**config.mk**
```make
export PLATFORM = sky130hd
export DESIGN_NAME = axi_wr_burst_gen
export DESIGN_NICKNAME = d
export VERILOG_FILES = /design/src/rtl/axi_wr_burst_gen_pkg.sv /design/src/rtl/axi_beat_addr.sv /design/src/rtl/axi_wr_burst_gen.sv
export SDC_FILE = /design/constraint.sdc
export NUM_CORES = 1
export LEC_CHECK = 0
export ABC_AREA = 1
export CORE_MARGIN = 2
export CORE_UTILIZATION = 30
export CTS_BUF_LIST = sky130_fd_sc_hd__clkbuf_16
export DETAILED_ROUTE_END_ITERATION = 6
export GPL_TIMING_DRIVEN = 0
export PLACE_DENSITY = 0.52
export SYNTH_ARGS = -nofsm -noshare
export SYNTH_HDL_FRONTEND = slang
export SYNTH_SLANG_ARGS = --single-unit
```
**constraint.sdc**
```tcl
create_clock -name ACLK -period 3.6 [get_ports ACLK]
set_input_delay 1.08 -clock ACLK [delete_from_list [all_inputs] [get_ports ACLK]]
set_output_delay 1.08 -clock ACLK [all_outputs]
set_load 0.05 [all_outputs]
```
**src/rtl/axi_wr_burst_gen_pkg.sv**
```systemverilog
// axi_wr_burst_gen_pkg: burst/response codes, write descriptor, FSM states and legality check
// No ports; imported by the burst engine, its beat-address helper and the stimulus side.
package axi_wr_burst_gen_pkg;
  localparam logic [1:0] BURST_FIXED = 2'b00;
  localparam logic [1:0] BURST_INCR  = 2'b01;
  localparam logic [1:0] BURST_WRAP  = 2'b10;
  localparam logic [1:0] RESP_OKAY   = 2'b00;
  localparam logic [1:0] RESP_EXOKAY = 2'b01;
  localparam logic [1:0] RESP_SLVERR = 2'b10;
  localparam logic [1:0] RESP_DECERR = 2'b11;
  localparam int CMD_ID_W   = 4;
  localparam int CMD_ADDR_W = 32;
  localparam int CMD_DATA_W = 32;
  typedef struct packed {
    logic [CMD_ID_W-1:0]   id;
    logic [CMD_ADDR_W-1:0] addr;
    logic [3:0]            len;
    logic [2:0]            size;
    logic [1:0]            burst;
    logic [CMD_DATA_W-1:0] data;
  } wr_cmd_t;
  typedef enum logic [2:0] {ST_IDLE, ST_ADDR, ST_DATA, ST_RESP, ST_DONE} state_t;
  // WRAP bursts must cover a power-of-two number of beats
  function automatic logic cmd_illegal(input logic [2:0] size, input logic [1:0] burst, input logic [3:0] len);
    return size > 3'd2 || burst == 2'b11 || (burst == BURST_WRAP && !(len inside {4'd1, 4'd3, 4'd7, 4'd15}));
  endfunction
endpackage

```
**src/rtl/axi_beat_addr.sv**
```systemverilog
// axi_beat_addr: combinational next-beat address and byte strobes for AXI bursts
// in: addr, size, burst, len; out: next_addr, strb (lanes of addr), next_strb (lanes of next_addr).
module axi_beat_addr
  import axi_wr_burst_gen_pkg::*;
#(
  parameter int ADDR_W = 32,
  parameter int STRB_W = 4
) (
  input  logic [ADDR_W-1:0] addr,
  input  logic [2:0]        size,
  input  logic [1:0]        burst,
  input  logic [3:0]        len,
  output logic [ADDR_W-1:0] next_addr,
  output logic [STRB_W-1:0] strb,
  output logic [STRB_W-1:0] next_strb
);
  logic [ADDR_W-1:0] inc, mask;
  // 1<<size ones, shifted to the size-aligned lane offset within the bus word
  function automatic logic [STRB_W-1:0] strb_of(input logic [ADDR_W-1:0] a, input logic [2:0] s);
    logic [STRB_W-1:0] ones;
    logic [31:0] off;
    ones = STRB_W'((32'd1 << (32'd1 << s)) - 32'd1);
    off = 32'(a & ADDR_W'(STRB_W - 1)) & ~((32'd1 << s) - 32'd1);
    return ones << off;
  endfunction
  always_comb begin
    inc = addr + (ADDR_W'(1) << size);
    mask = ((ADDR_W'(len) + ADDR_W'(1)) << size) - ADDR_W'(1);
    next_addr = burst == BURST_FIXED ? addr : burst == BURST_WRAP ? (addr & ~mask) | (inc & mask) : inc;
    strb = strb_of(addr, size);
    next_strb = strb_of(next_addr, size);
  end
endmodule

```
**src/rtl/axi_wr_burst_gen.sv**
```systemverilog
// axi_wr_burst_gen: AXI3 write-burst master driven by a single-descriptor command port
// cmd_*: descriptor in (valid/ready); done/done_resp/done_iderr: completion pulse out.
// AW*/W*/B*: AXI3 write address, data and response channels; all outputs are flops.
module axi_wr_burst_gen
  import axi_wr_burst_gen_pkg::*;
#(
  parameter int DATA_W = 32,
  parameter int ADDR_W = 32,
  parameter int ID_W   = 4
) (
  input  logic                ACLK,
  input  logic                RESETn,
  input  logic                cmd_valid,
  output logic                cmd_ready,
  input  logic [ID_W-1:0]     cmd_id,
  input  logic [ADDR_W-1:0]   cmd_addr,
  input  logic [3:0]          cmd_len,
  input  logic [2:0]          cmd_size,
  input  logic [1:0]          cmd_burst,
  input  logic [DATA_W-1:0]   cmd_data,
  output logic                done,
  output logic [1:0]          done_resp,
  output logic                done_iderr,
  output logic [ID_W-1:0]     AWID,
  output logic [ADDR_W-1:0]   AWADDR,
  output logic [3:0]          AWLEN,
  output logic [2:0]          AWSIZE,
  output logic [1:0]          AWBURST,
  output logic [1:0]          AWLOCK,
  output logic [3:0]          AWCACHE,
  output logic [2:0]          AWPROT,
  output logic                AWVALID,
  input  logic                AWREADY,
  output logic [ID_W-1:0]     WID,
  output logic [DATA_W-1:0]   WDATA,
  output logic [DATA_W/8-1:0] WSTRB,
  output logic                WLAST,
  output logic                WVALID,
  input  logic                WREADY,
  input  logic [ID_W-1:0]     BID,
  input  logic [1:0]          BRESP,
  input  logic                BVALID,
  output logic                BREADY
);
  localparam int STRB_W = DATA_W / 8;
  state_t state_q, state_d;
  logic [ID_W-1:0] id_q, id_d;
  logic [ADDR_W-1:0] addr_q, addr_d, next_addr;
  logic [3:0] len_q, len_d, beat_q, beat_d;
  logic [2:0] size_q, size_d;
  logic [1:0] burst_q, burst_d, resp_q, resp_d;
  logic [DATA_W-1:0] data_q, data_d;
  logic [STRB_W-1:0] strb_q, strb_d, cur_strb, next_strb;
  logic wlast_q, wlast_d, iderr_q, iderr_d;
  logic cmd_ready_q, cmd_ready_d, awvalid_q, awvalid_d, wvalid_q, wvalid_d;
  logic bready_q, bready_d, done_q, done_d;
  axi_beat_addr #(.ADDR_W(ADDR_W), .STRB_W(STRB_W)) u_beat (
    .addr(addr_q), .size(size_q), .burst(burst_q), .len(len_q),
    .next_addr(next_addr), .strb(cur_strb), .next_strb(next_strb)
  );
  always_comb begin
    state_d = state_q;
    id_d = id_q;
    addr_d = addr_q;
    len_d = len_q;
    size_d = size_q;
    burst_d = burst_q;
    data_d = data_q;
    beat_d = beat_q;
    strb_d = strb_q;
    wlast_d = wlast_q;
    resp_d = resp_q;
    iderr_d = iderr_q;
    case (state_q)
      ST_IDLE: if (cmd_valid) begin
        id_d = cmd_id;
        addr_d = cmd_addr;
        len_d = cmd_len;
        size_d = cmd_size;
        burst_d = cmd_burst;
        data_d = cmd_data;
        beat_d = '0;
        wlast_d = 1'b0;
        iderr_d = 1'b0;
        resp_d = cmd_illegal(cmd_size, cmd_burst, cmd_len) ? RESP_SLVERR : RESP_OKAY;
        state_d = cmd_illegal(cmd_size, cmd_burst, cmd_len) ? ST_DONE : ST_ADDR;
      end
      // strobe and WLAST are registered one beat ahead so W outputs come straight from flops
      ST_ADDR: if (AWREADY) begin
        state_d = ST_DATA;
        strb_d = cur_strb;
        wlast_d = len_q == 4'd0;
      end
      ST_DATA: if (WREADY) begin
        state_d = wlast_q ? ST_RESP : ST_DATA;
        beat_d = beat_q + 4'd1;
        addr_d = next_addr;
        data_d = data_q + DATA_W'(1);
        strb_d = next_strb;
        wlast_d = !wlast_q && beat_q + 4'd1 == len_q;
      end
      ST_RESP: if (BVALID) begin
        state_d = ST_DONE;
        resp_d = BRESP;
        iderr_d = BID != id_q;
      end
      default: state_d = ST_IDLE;
    endcase
    cmd_ready_d = state_d == ST_IDLE;
    awvalid_d = state_d == ST_ADDR;
    wvalid_d = state_d == ST_DATA;
    bready_d = state_d == ST_RESP;
    done_d = state_d == ST_DONE;
  end
  always_ff @(posedge ACLK or negedge RESETn) begin
    if (!RESETn) begin
      state_q <= ST_IDLE;
      id_q <= '0;
      addr_q <= '0;
      len_q <= '0;
      size_q <= '0;
      burst_q <= '0;
      data_q <= '0;
      beat_q <= '0;
      strb_q <= '0;
      wlast_q <= 1'b0;
      resp_q <= '0;
      iderr_q <= 1'b0;
      cmd_ready_q <= 1'b0;
      awvalid_q <= 1'b0;
      wvalid_q <= 1'b0;
      bready_q <= 1'b0;
      done_q <= 1'b0;
    end else begin
      state_q <= state_d;
      id_q <= id_d;
      addr_q <= addr_d;
      len_q <= len_d;
      size_q <= size_d;
      burst_q <= burst_d;
      data_q <= data_d;
      beat_q <= beat_d;
      strb_q <= strb_d;
      wlast_q <= wlast_d;
      resp_q <= resp_d;
      iderr_q <= iderr_d;
      cmd_ready_q <= cmd_ready_d;
      awvalid_q <= awvalid_d;
      wvalid_q <= wvalid_d;
      bready_q <= bready_d;
      done_q <= done_d;
    end
  end
  assign cmd_ready = cmd_ready_q;
  assign done = done_q;
  assign done_resp = resp_q;
  assign done_iderr = iderr_q;
  assign AWID = id_q;
  assign AWADDR = addr_q;
  assign AWLEN = len_q;
  assign AWSIZE = size_q;
  assign AWBURST = burst_q;
  assign AWLOCK = 2'b00;
  assign AWCACHE = 4'b0000;
  assign AWPROT = 3'b000;
  assign AWVALID = awvalid_q;
  assign WID = id_q;
  assign WDATA = data_q;
  assign WSTRB = strb_q;
  assign WLAST = wlast_q;
  assign WVALID = wvalid_q;
  assign BREADY = bready_q;
endmodule

```
# [Word-level counts from Yosys, hierarchy flattened]
# Index checks and enable logic that the tools add are counted.
[op_classes] addsub=7 magnitude_cmp=1 n_eq_ne=21 shifts=5 mux=31 n_bitwise=7 n_reduce_logical=21
[ops] operator="$mux W32" count=6
[ops] operator="$pmux W32 S2" count=2
[ops] operator="$and A2 B32 Y32" count=2
[ops] operator="$and A32 B32 Y32" count=2
[ops] operator="$not A32 Y32" count=2
[ops] operator="$shl A4 B32 Y4" count=2
[ops] operator="$sub A32 B1 Y32 const B" count=2
[ops] operator="$add A32 B1 Y32 const B" count=1
[ops] operator="$add A32 B32 Y32" count=1
[ops] operator="$or A32 B32 Y32" count=1
[ops] operator="$shl A1 B3 Y32 const A" count=1
[ops] operator="$shl A1 B32 Y4 const A" count=1
[ops] operator="$shl A32 B3 Y32" count=1
[ops] operator="$mux W4" count=4
[ops] operator="$pmux W4 S2" count=2
[ops] operator="$mux W3" count=5
[ops] operator="$eq A3 B2 Y1 const B" count=4
[ops] operator="$pmux W3 S4" count=1
[ops] operator="$ne A2 B2 Y1 const B" count=5
[ops] operator="$reduce_and A3 Y1" count=3
[ops] operator="$reduce_and A4 Y1" count=2
[ops] operator="$eq A2 B2 Y1 const B" count=3
[ops] operator="$eq A3 B1 Y1 const B" count=2
[ops] operator="$logic_not A3 Y1" count=2
[ops] operator="other kinds (25)" count=36
[word_totals] register_bits=97 word_cells=111

# [Logic depth before layout (Yosys ltp)]
[logic_depth] depth_word=12 mapped_depth=19 depth_no_buf=19

# [Cells and area by module]
# A second synthesis with hierarchy kept.
[hier_totals] cells_unflattened=1219 hier_area_um2=7658.6
[by_module_without_submodules] mod="axi_wr_burst_gen" instances=1 cells_per_inst=798 area_per_inst_um2=5547.8
[by_module_without_submodules] mod="axi_beat_addr" instances=1 cells_per_inst=421 area_per_inst_um2=2110.8

# [Worst setup path before layout]
# Ideal clock, no wire load.
[synth_path] kind="register to register" start="register size_q[0], in the netlist AWSIZE[0]" end="register addr_q[30], in the netlist AWADDR[30]" setup_time_ns=0.078 arrival_ns=3.044 slack_ns=0.478 stages_incl_launch_ff=19 n_path_buf=1 cell_sequence="dfrtp_1 buf_6 nand2_1 nor2_1 inv_1 fa_1 nand3b_1 nand2_1 nand2_1 nand2_1 nand2_1 nor2_2 nand3_1 xor2_1 nand2_1 nand2_1 nand2_1 nand4_1 a21oi_1"
[synth_via] elab_chain_len=9
[synth_lines] item="start: declaration" line_no="axi_wr_burst_gen.sv:50" source="logic [2:0] size_q, size_d;"
[synth_lines] item="start signal: assignment" line_no="axi_wr_burst_gen.sv:139" source="size_q <= size_d;"
[synth_lines] item="$shl A32 B3 Y32" line_no="axi_beat_addr.sv:28" source="mask = ((ADDR_W'(len) + ADDR_W'(1)) << size) - ADDR_W'(1);"
[synth_lines] item="$sub A32 B1 Y32" line_no="axi_beat_addr.sv:28"
[synth_lines] item="$not A32 Y32" line_no="axi_beat_addr.sv:29" source="next_addr = burst == BURST_FIXED ? addr : burst == BURST_WRAP ? (addr & ~mask) | (inc & mask) : inc;"
[synth_lines] item="$and A32 B32 Y32" line_no="axi_beat_addr.sv:29"
[synth_lines] item="$or A32 B32 Y32" line_no="axi_beat_addr.sv:29"
[synth_lines] item="$mux W32 (*) (2 in series)" line_no="axi_beat_addr.sv:29"
[synth_lines] item="$mux W32 (*)" line_no="axi_wr_burst_gen.sv:94" source="ST_DATA: if (WREADY) begin"
[synth_lines] item="$pmux W32 S2 (*)" line_no="axi_wr_burst_gen.sv:74" source="case (state_q)"
[synth_lines] item="end signal: assignment" line_no="axi_wr_burst_gen.sv:137" source="addr_q <= addr_d;"
[synth_lines] item="end: declaration" line_no="axi_wr_burst_gen.sv:48" source="logic [ADDR_W-1:0] addr_q, addr_d, next_addr;"
# Every way passes the cells marked *; elsewhere a longest branch is shown, timed or not. The select of a mux whose other input is x is not followed.
# A chain may end at the register's enable or synchronous reset.

# [Final worst setup path]
[layout_path] start="input port cmd_valid" end="register data_q[17], in the netlist WDATA[17]"
[layout_via] elab_chain_len=2
[layout_lines] item="start: declaration" line_no="axi_wr_burst_gen.sv:13" source="input logic cmd_valid,"
[layout_lines] item="$ne A2 B2 Y1 (no line)"
[layout_lines] item="$reduce_and A3 Y1 (no line)"
[layout_lines] item="end signal: assignment" line_no="axi_wr_burst_gen.sv:141" source="data_q <= data_d;"
[layout_lines] item="end: declaration" line_no="axi_wr_burst_gen.sv:52" source="logic [DATA_W-1:0] data_q, data_d;"
# Every way passes these cells.

==> metrics.md <==
| Metric | Value |
|---|---|
| Vias | roughly 7800 |
| Std cell rows | 56 |
| Unrepaired setup endpoints after global routing | no |
| Sequential cell area | ~2400 um2 |
| TritonCTS sink count | 97 |
| Setup crit start kind | input pin |
| # fillers | 2557 |
| Synthesized area per cell | 6.87 um2 |
| Max IR drop VDD | about 0.48 mV |
| Clock transition at the registers of the reported paths | roughly 0.08 ns |
| Antenna viol nets, final | 0 |
| Tcrit/Tclk final | around 90% |
| Gr usage total | between 20% and 30% |
| Violation count after the first detailed-routing iteration | between 500 and 600 |
| Post-Syn Area | about 7200 um2 |
| CP Class | in -> reg |
| H-tree depth | 3 |
| Cell mode on critical path | o21ai_0 |
| Synth top area share | 33.6% |
| TritonCTS clock tree | yes |
| Remaining Overflow, GRT | 0 |
| Largest cells by area after synthesis | dfrtp_1 (34%), nand2_1 (12%), inv_1 (6.3%), a21oi_1 (5.8%), nand3_1 (5.7%) |
| Die H | 159 um |
| Syn-to-layout area delta | 36.0% |
| GP Congestion | ~0.9 |
| Largest net degree at the start of global routing | 56 |
| Clock Tree Root | clkbuf_16 |
| Num CTS Buffers | 9 |
| Multi-input logic area | 4090 um2 |
| Placed Instance Area | around 9500 um2 |
| Total Neg Setup Slack | 0 ns |
| Slew Limit Fails | 0 |
| Max_cap viols | 0 |
| Core Region | approximately 24000 um2 |
| Slew @ Worst Pin | roughly 0.76 ns |
| Top Family by Delay on Critical Path | buffers and inverters |
| Hold WC Path Type | reg -> reg |
| Fin Clk Skew | around 0.0075 ns |
| Die area | about 25000 um2 |
| Final Hold Viols | 0 |
| WHS | ~0.5 ns |
| Post-layout util | between 40% and 50% |
| Area leader, netlist | dfrtp_1 |
| Max Buffers Root-to-Sink | 2 |
| Clock Latency Late Sink | ~0.36 ns |
| Yosys reg bits | between 90 and 100 |
| Global-route wire length before repair | slightly above 40 mm |
| CP arrival | approximately 3.5 ns |
| Leakage | between 0.004 and 0.005 uW |
| Die Span X | 159 um |
| Drt pass-1 iters | 5 |
| # setup viols final | 0 |
| Worst path required time | about 3.9 ns |
| Slowest cell delay on critical path | approximately 0.59 ns |
| Outcome | finished, final reports clean |
| # DRC | 0 |
| Post-CTS Hold Buffers | 0 |
| Worst Path Buf+Inv | 4 |
| Fmax | roughly 0.31 GHz |
| Critical path cell sequence | clkdlybuf4s50_1, inv_1, nor2_1, nor2_2, clkinv_1, clkbuf_1, o21ai_0, o21ai_0 |
| Nets | between 1000 and 1500 |
| Layout cell share with drive strength beyond 1 | 6.99% |
| I/O Pins | 192 |
| Yosys warns | 0 |
| Worst Setup End Kind | register |
| DP HPWL | approximately 20 mm |
| Seq/Total Area, Yosys | roughly 34% |
| Yosys cell types | approximately 50 |
| Vias per inst | 4.92 |
| Drt total wl | between 20 and 30 mm |
| Initial Util | a little under a third |
| Critical path's slowest cell | nor2_1 |
| Design area | 9820 um2 |
| Post-DR wirelength/cell | 16.3 um |
| Tmin final | about 3.2 ns |
| Port Buffer Count | around 180 |
| Max-slew headroom | approximately half |
| Post-synthesis cell count | approximately 1100 |
| PD cells | ~1100 nW/um2 |
| Initial antenna violation count | 1 |
| Largest fanout on the critical path | 10 |
| Vias in the first global route | approximately 7400 |
cells by family after synthesis:
logic type	count (synthesis)	synth area share [%]
fa+ha+maj	16	2.88
other cells	2	0.104
compound gates	219	16.9
flops	97	33.6
xor+xnor	35	4.25
simple gates	503	31.9
buf+inv	178	10.3
sequential cells by signal (all words and copies together), names as in the netlist, 2 cells and up:
register	flops
AWADDR	32
AWBURST	2
AWID	4
AWLEN	4
AWSIZE	3
WDATA	32
WSTRB	4
beat_q	4
done_resp	2
state_q	3
per-stage QoR:
| stage | worst slack [ns] | total power [uW] | std cells |
|---|---|---|---|
| final | 0.373 | 10400 | 1579 |
| after floorplan | 0.478 | 7110 | 1058 |
| after CTS | 0.00500 | 10500 | 1576 |
| after global placement | -2.72 | 9390 | 1559 |
| after global routing | 0.0667 | 11200 | 1579 |
| after detailed placement | 0.00526 | 9430 | 1560 |
power breakdown:
| part | internal, uW | switching (uW) | total, uW |
|---|---|---|---|
| Clock | 483 | 515 | 998 |
| Sequential | 1600 | 697 | 2300 |
| Combinational | 2280 | 4850 | 7130 |
| Total | 4360 | 6060 | 10400 |
worst min-delay path, delay by kind of cell (launching register included):
family        cells  cell delay (ns)
simple gates      2             0.11
flops             1             0.35
area by class of cell:
| class | instances | share of cell area [%] |
|---|---|---|
| antenna | 1 | 0.0255 |
| buffer | 47 | 2.59 |
| clock buffer | 9 | 2.29 |
| clock inverter | 7 | 0.612 |
| inverter | 131 | 5.01 |
| multi-input combinational | 783 | 41.7 |
| sequential | 97 | 24.7 |
| tap | 319 | 4.07 |
| timing repair buffer | 185 | 19.0 |
metal layers:
layer,track usage (%),wire (um)
met5,0,0
met2,31.6,11400
met1,28.7,12300
met3,3.93,1560
met4,4.96,427
repair_timing:
item | in CTS | in global routing
gates resized for setup | 0 | 6
setup endpoints to repair | 0 | 7
setup buffers | 0 | 2
worst paths after layout:
| kind | startpoint | end | slack (ns) | cells after the start |
|---|---|---|---|---|
| worst max-delay path | cmd_valid | WDATA[17] | 0.37 | 8 |
| worst min-delay path | WSTRB[2] | WSTRB[2] | 0.49 | 2 |
| worst max register to register | AWSIZE[1] | AWADDR[30] | 0.42 | 18 |
| worst min register to register | WSTRB[2] | WSTRB[2] | 0.49 | 2 |
| max in group asynchronous | RESETn | AWLEN[3] | 2.15 | 2 |
| min in group asynchronous | RESETn | WDATA[14] | 0.72 | 1 |
cells in the final DEF, fill, tap and decap left out, types with 5 or more instances in the layout:
cell	instances
nor2_1	86
o21ai_1	5
nor3_1	23
a31oi_1	6
clkbuf_16	9
nor4_1	11
buf_4	16
nand3_1	82
nand2_1	230
nor2_2	6
nand2_2	12
nand4_1	28
conb_1	10
a22oi_1	12
nand3_2	6
a21oi_1	84
ha_1	15
inv_1	121
inv_2	6
buf_2	5
dfrtp_1	97
o211ai_1	5
clkdlybuf4s50_1	181
clkbuf_1	26
o21ai_0	73
xor2_1	28
xnor2_1	7
o22ai_1	18
synthesized netlist by cell type, drive strengths merged:
library cell  instances
ha                   15
nand4                28
a31oi                 6
nand2               243
a211o                 1
inv                 127
o211ai                5
a22oi                12
xor2                 28
o31ai                 2
a32oi                 1
nand3                89
conb                  2
a2111oi               1
a22o                  1
nor2                 96
nand3b                1
nor4                 12
clkinv                4
a211oi                1
o22ai                18
o21bai                4
clkbuf               26
dfrtp                97
a221oi                1
a21oi                85
o21ai                78
o21a                  2
buf                  21
xnor2                 7
fa                    1
nor3                 28
or2                   6
a41oi                 1
(Power assumes the default switching activity.)
==> edit: new RTL, same settings <==
`ADDR_W` is set to 32 in 2 places; all go to 64.
--- a/src/rtl/axi_beat_addr.sv
+++ b/src/rtl/axi_beat_addr.sv
@@ -4,5 +4,5 @@
   import axi_wr_burst_gen_pkg::*;
 #(
-  parameter int ADDR_W = 32,
+  parameter int ADDR_W = 64,
   parameter int STRB_W = 4
 ) (
--- a/src/rtl/axi_wr_burst_gen.sv
+++ b/src/rtl/axi_wr_burst_gen.sv
@@ -6,5 +6,5 @@
 #(
   parameter int DATA_W = 32,
-  parameter int ADDR_W = 32,
+  parameter int ADDR_W = 64,
   parameter int ID_W   = 4
 ) (
Interface: changed (resized AWADDR and cmd_addr); port bits go from 192 to 256. No check against the original RTL was run, so the function may have changed too.
==> edit against the original RTL <==
  * Wire length rose by 76%
  * Area after synthesis is 42% higher
  * Final area rose by 42%
  * Utilization decreased by 0.20 points
  * Worst setup slack got worse by 47 ps
  * Sequential cell count rose by 32
  * Total power up 54%
  * Non-clock buffer count up 85
  * Critical endpoint is now AWADDR[43]
  * Highest routed layer unchanged
==> edit: results (changes against the original RTL) <==
set qor(clock_latency_ps) 440 ;# +80 ps
set qor(swShare_pct) 59.8 ;# +1.7 points
set qor(reg2reg_slack_ps) 330 ;# -90 ps
set qor(synth_area_leaders) {dfrtp_1 (32%), nand2_1 (13%), a21oi_1 (7.1%)}
set qor(grt_use_met3_pct) 3.30 ;# -0.64 points
set qor(power.ir.vdd_worst_uv) 495 ;# +3.1%
set qor(fillers) 3620 ;# +42%
set qor(grt_antenna_before_repair) 2 ;# +1
set qor(syn-mean-instance-area_um2) 6.62 ;# -3.7%
set qor(internal-power_mw) 6.43 ;# +47%
set qor(timing.max_slew.rel_slack_pct) 37.8 ;# -11 points
set qor(final_nets) 1957 ;# +44%
set qor(netlist_top_cells_count) {nand2_1 (347), inv_1 (162), nor2_1 (162)}
set qor(grt_pass1_vias) 11400 ;# +54%
set qor(run_status) {complete, no violations}
set qor(highest_net_fanout_along_the_worst_path) 8 ;# -2
set qor(leakagePower_nw) 6.03 ;# +38%
set qor(via_count) 11900 ;# +53%
set qor(cts-buffers-inserted) 17 ;# +8
set qor(grt_start_max_net_pins) 83 ;# +48%
set qor(port_buffers) 246 ;# +35%
set qor(preCtsSetupSlack_ps) -11.6 ;# -16.8 ps
set qor(synth.distinct_cells) 54 ;# +10%
set qor(grt.total_usage_pct) 25.4 ;# +5.2 points
set qor(r2r_end) {AWADDR[43]}
set qor(seq_area_frac_synth_pct) 31.6 ;# -2.1 points
set qor(first_pass_grt_wire_length_um) 69100 ;# +68%
set qor(dp_hpwl_um) 35400 ;# +78%
set qor(critPathArrivalTime_ps) 3630 ;# +120 ps
set qor(avgRoutedWirePerCell_um) 19.8 ;# +22%
set qor(globalplace.congestion) 0.916 ;# +2.3%
set qor(first_pass_iters) 7 ;# +2
set qor(grt_util_met2_pct) 42.4 ;# +11 points
set qor(grtUsageMet1_pct) 34.5 ;# +5.8 points
edit: worst max-delay path by stage:
| stage | slack (ps) | start | cells past startpoint | end |
|---|---|---|---|---|
| floorplan | 360 | AWLEN[0] | 18 | AWADDR[59] |
| global placement | -4400 | RESETn | 1 | AWADDR[4] |
| detailed placement | -10 | WREADY | 9 | AWADDR[26] |
| CTS | 3 | AWLEN[0] | 18 | AWADDR[59] |
| global route | 50 | AWLEN[0] | 20 | AWADDR[59] |
| finish | 330 | AWLEN[0] | 20 | AWADDR[43] |
edit: layer usage:
metal / vias to the layer above / wire length [um]
li1: 5731 / -
met5: - / 0
met2: 441 / 21300
met1: 5666 / 20400
met3: 53 / 2600
met4: 0 / 886
edit: layout make-up:
cell class,count,area [um2],area share [%]
clock buffer,17,425,3.06
clock inverter,15,124,0.890
buffer,68,345,2.48
inverter,178,668,4.80
tap,448,561,4.03
antenna,2,5.00,0.0360
sequential,129,3230,23.2
timing repair buffer,249,2510,18.0
multi-input combinational,1178,6050,43.5
edit: kinds of logic after synthesis:
group                    count (synthesis)  share of synthesized area [%]
AO/OA/AOI/OAI                          305                           16.5
XOR/XNOR                                38                           3.25
adder cells (fa/ha/maj)                 15                           1.91
buffers and inverters                  246                           9.89
flip-flops                             129                           31.6
other                                    2                         0.0734
AND/OR/NAND/NOR                        810                           36.8
edit: worst max-delay path, cell delays in order, from the launching register on:
cell and delay, ps:
dfrtp_1 380, clkbuf_4 200, inv_1 100, ha_1 350, nand2_1 160, nand3_2 100, nand3_2 130, nand3_2 80
inv_2 80, nand3_1 130, nor2_4 150, nand3_1 110, nor2_1 110, ha_1 150, nor2_1 100, nor3_1 160
nand2_1 110, nor2_1 270, or2_2 160, nand3_1 60, a21oi_1 130
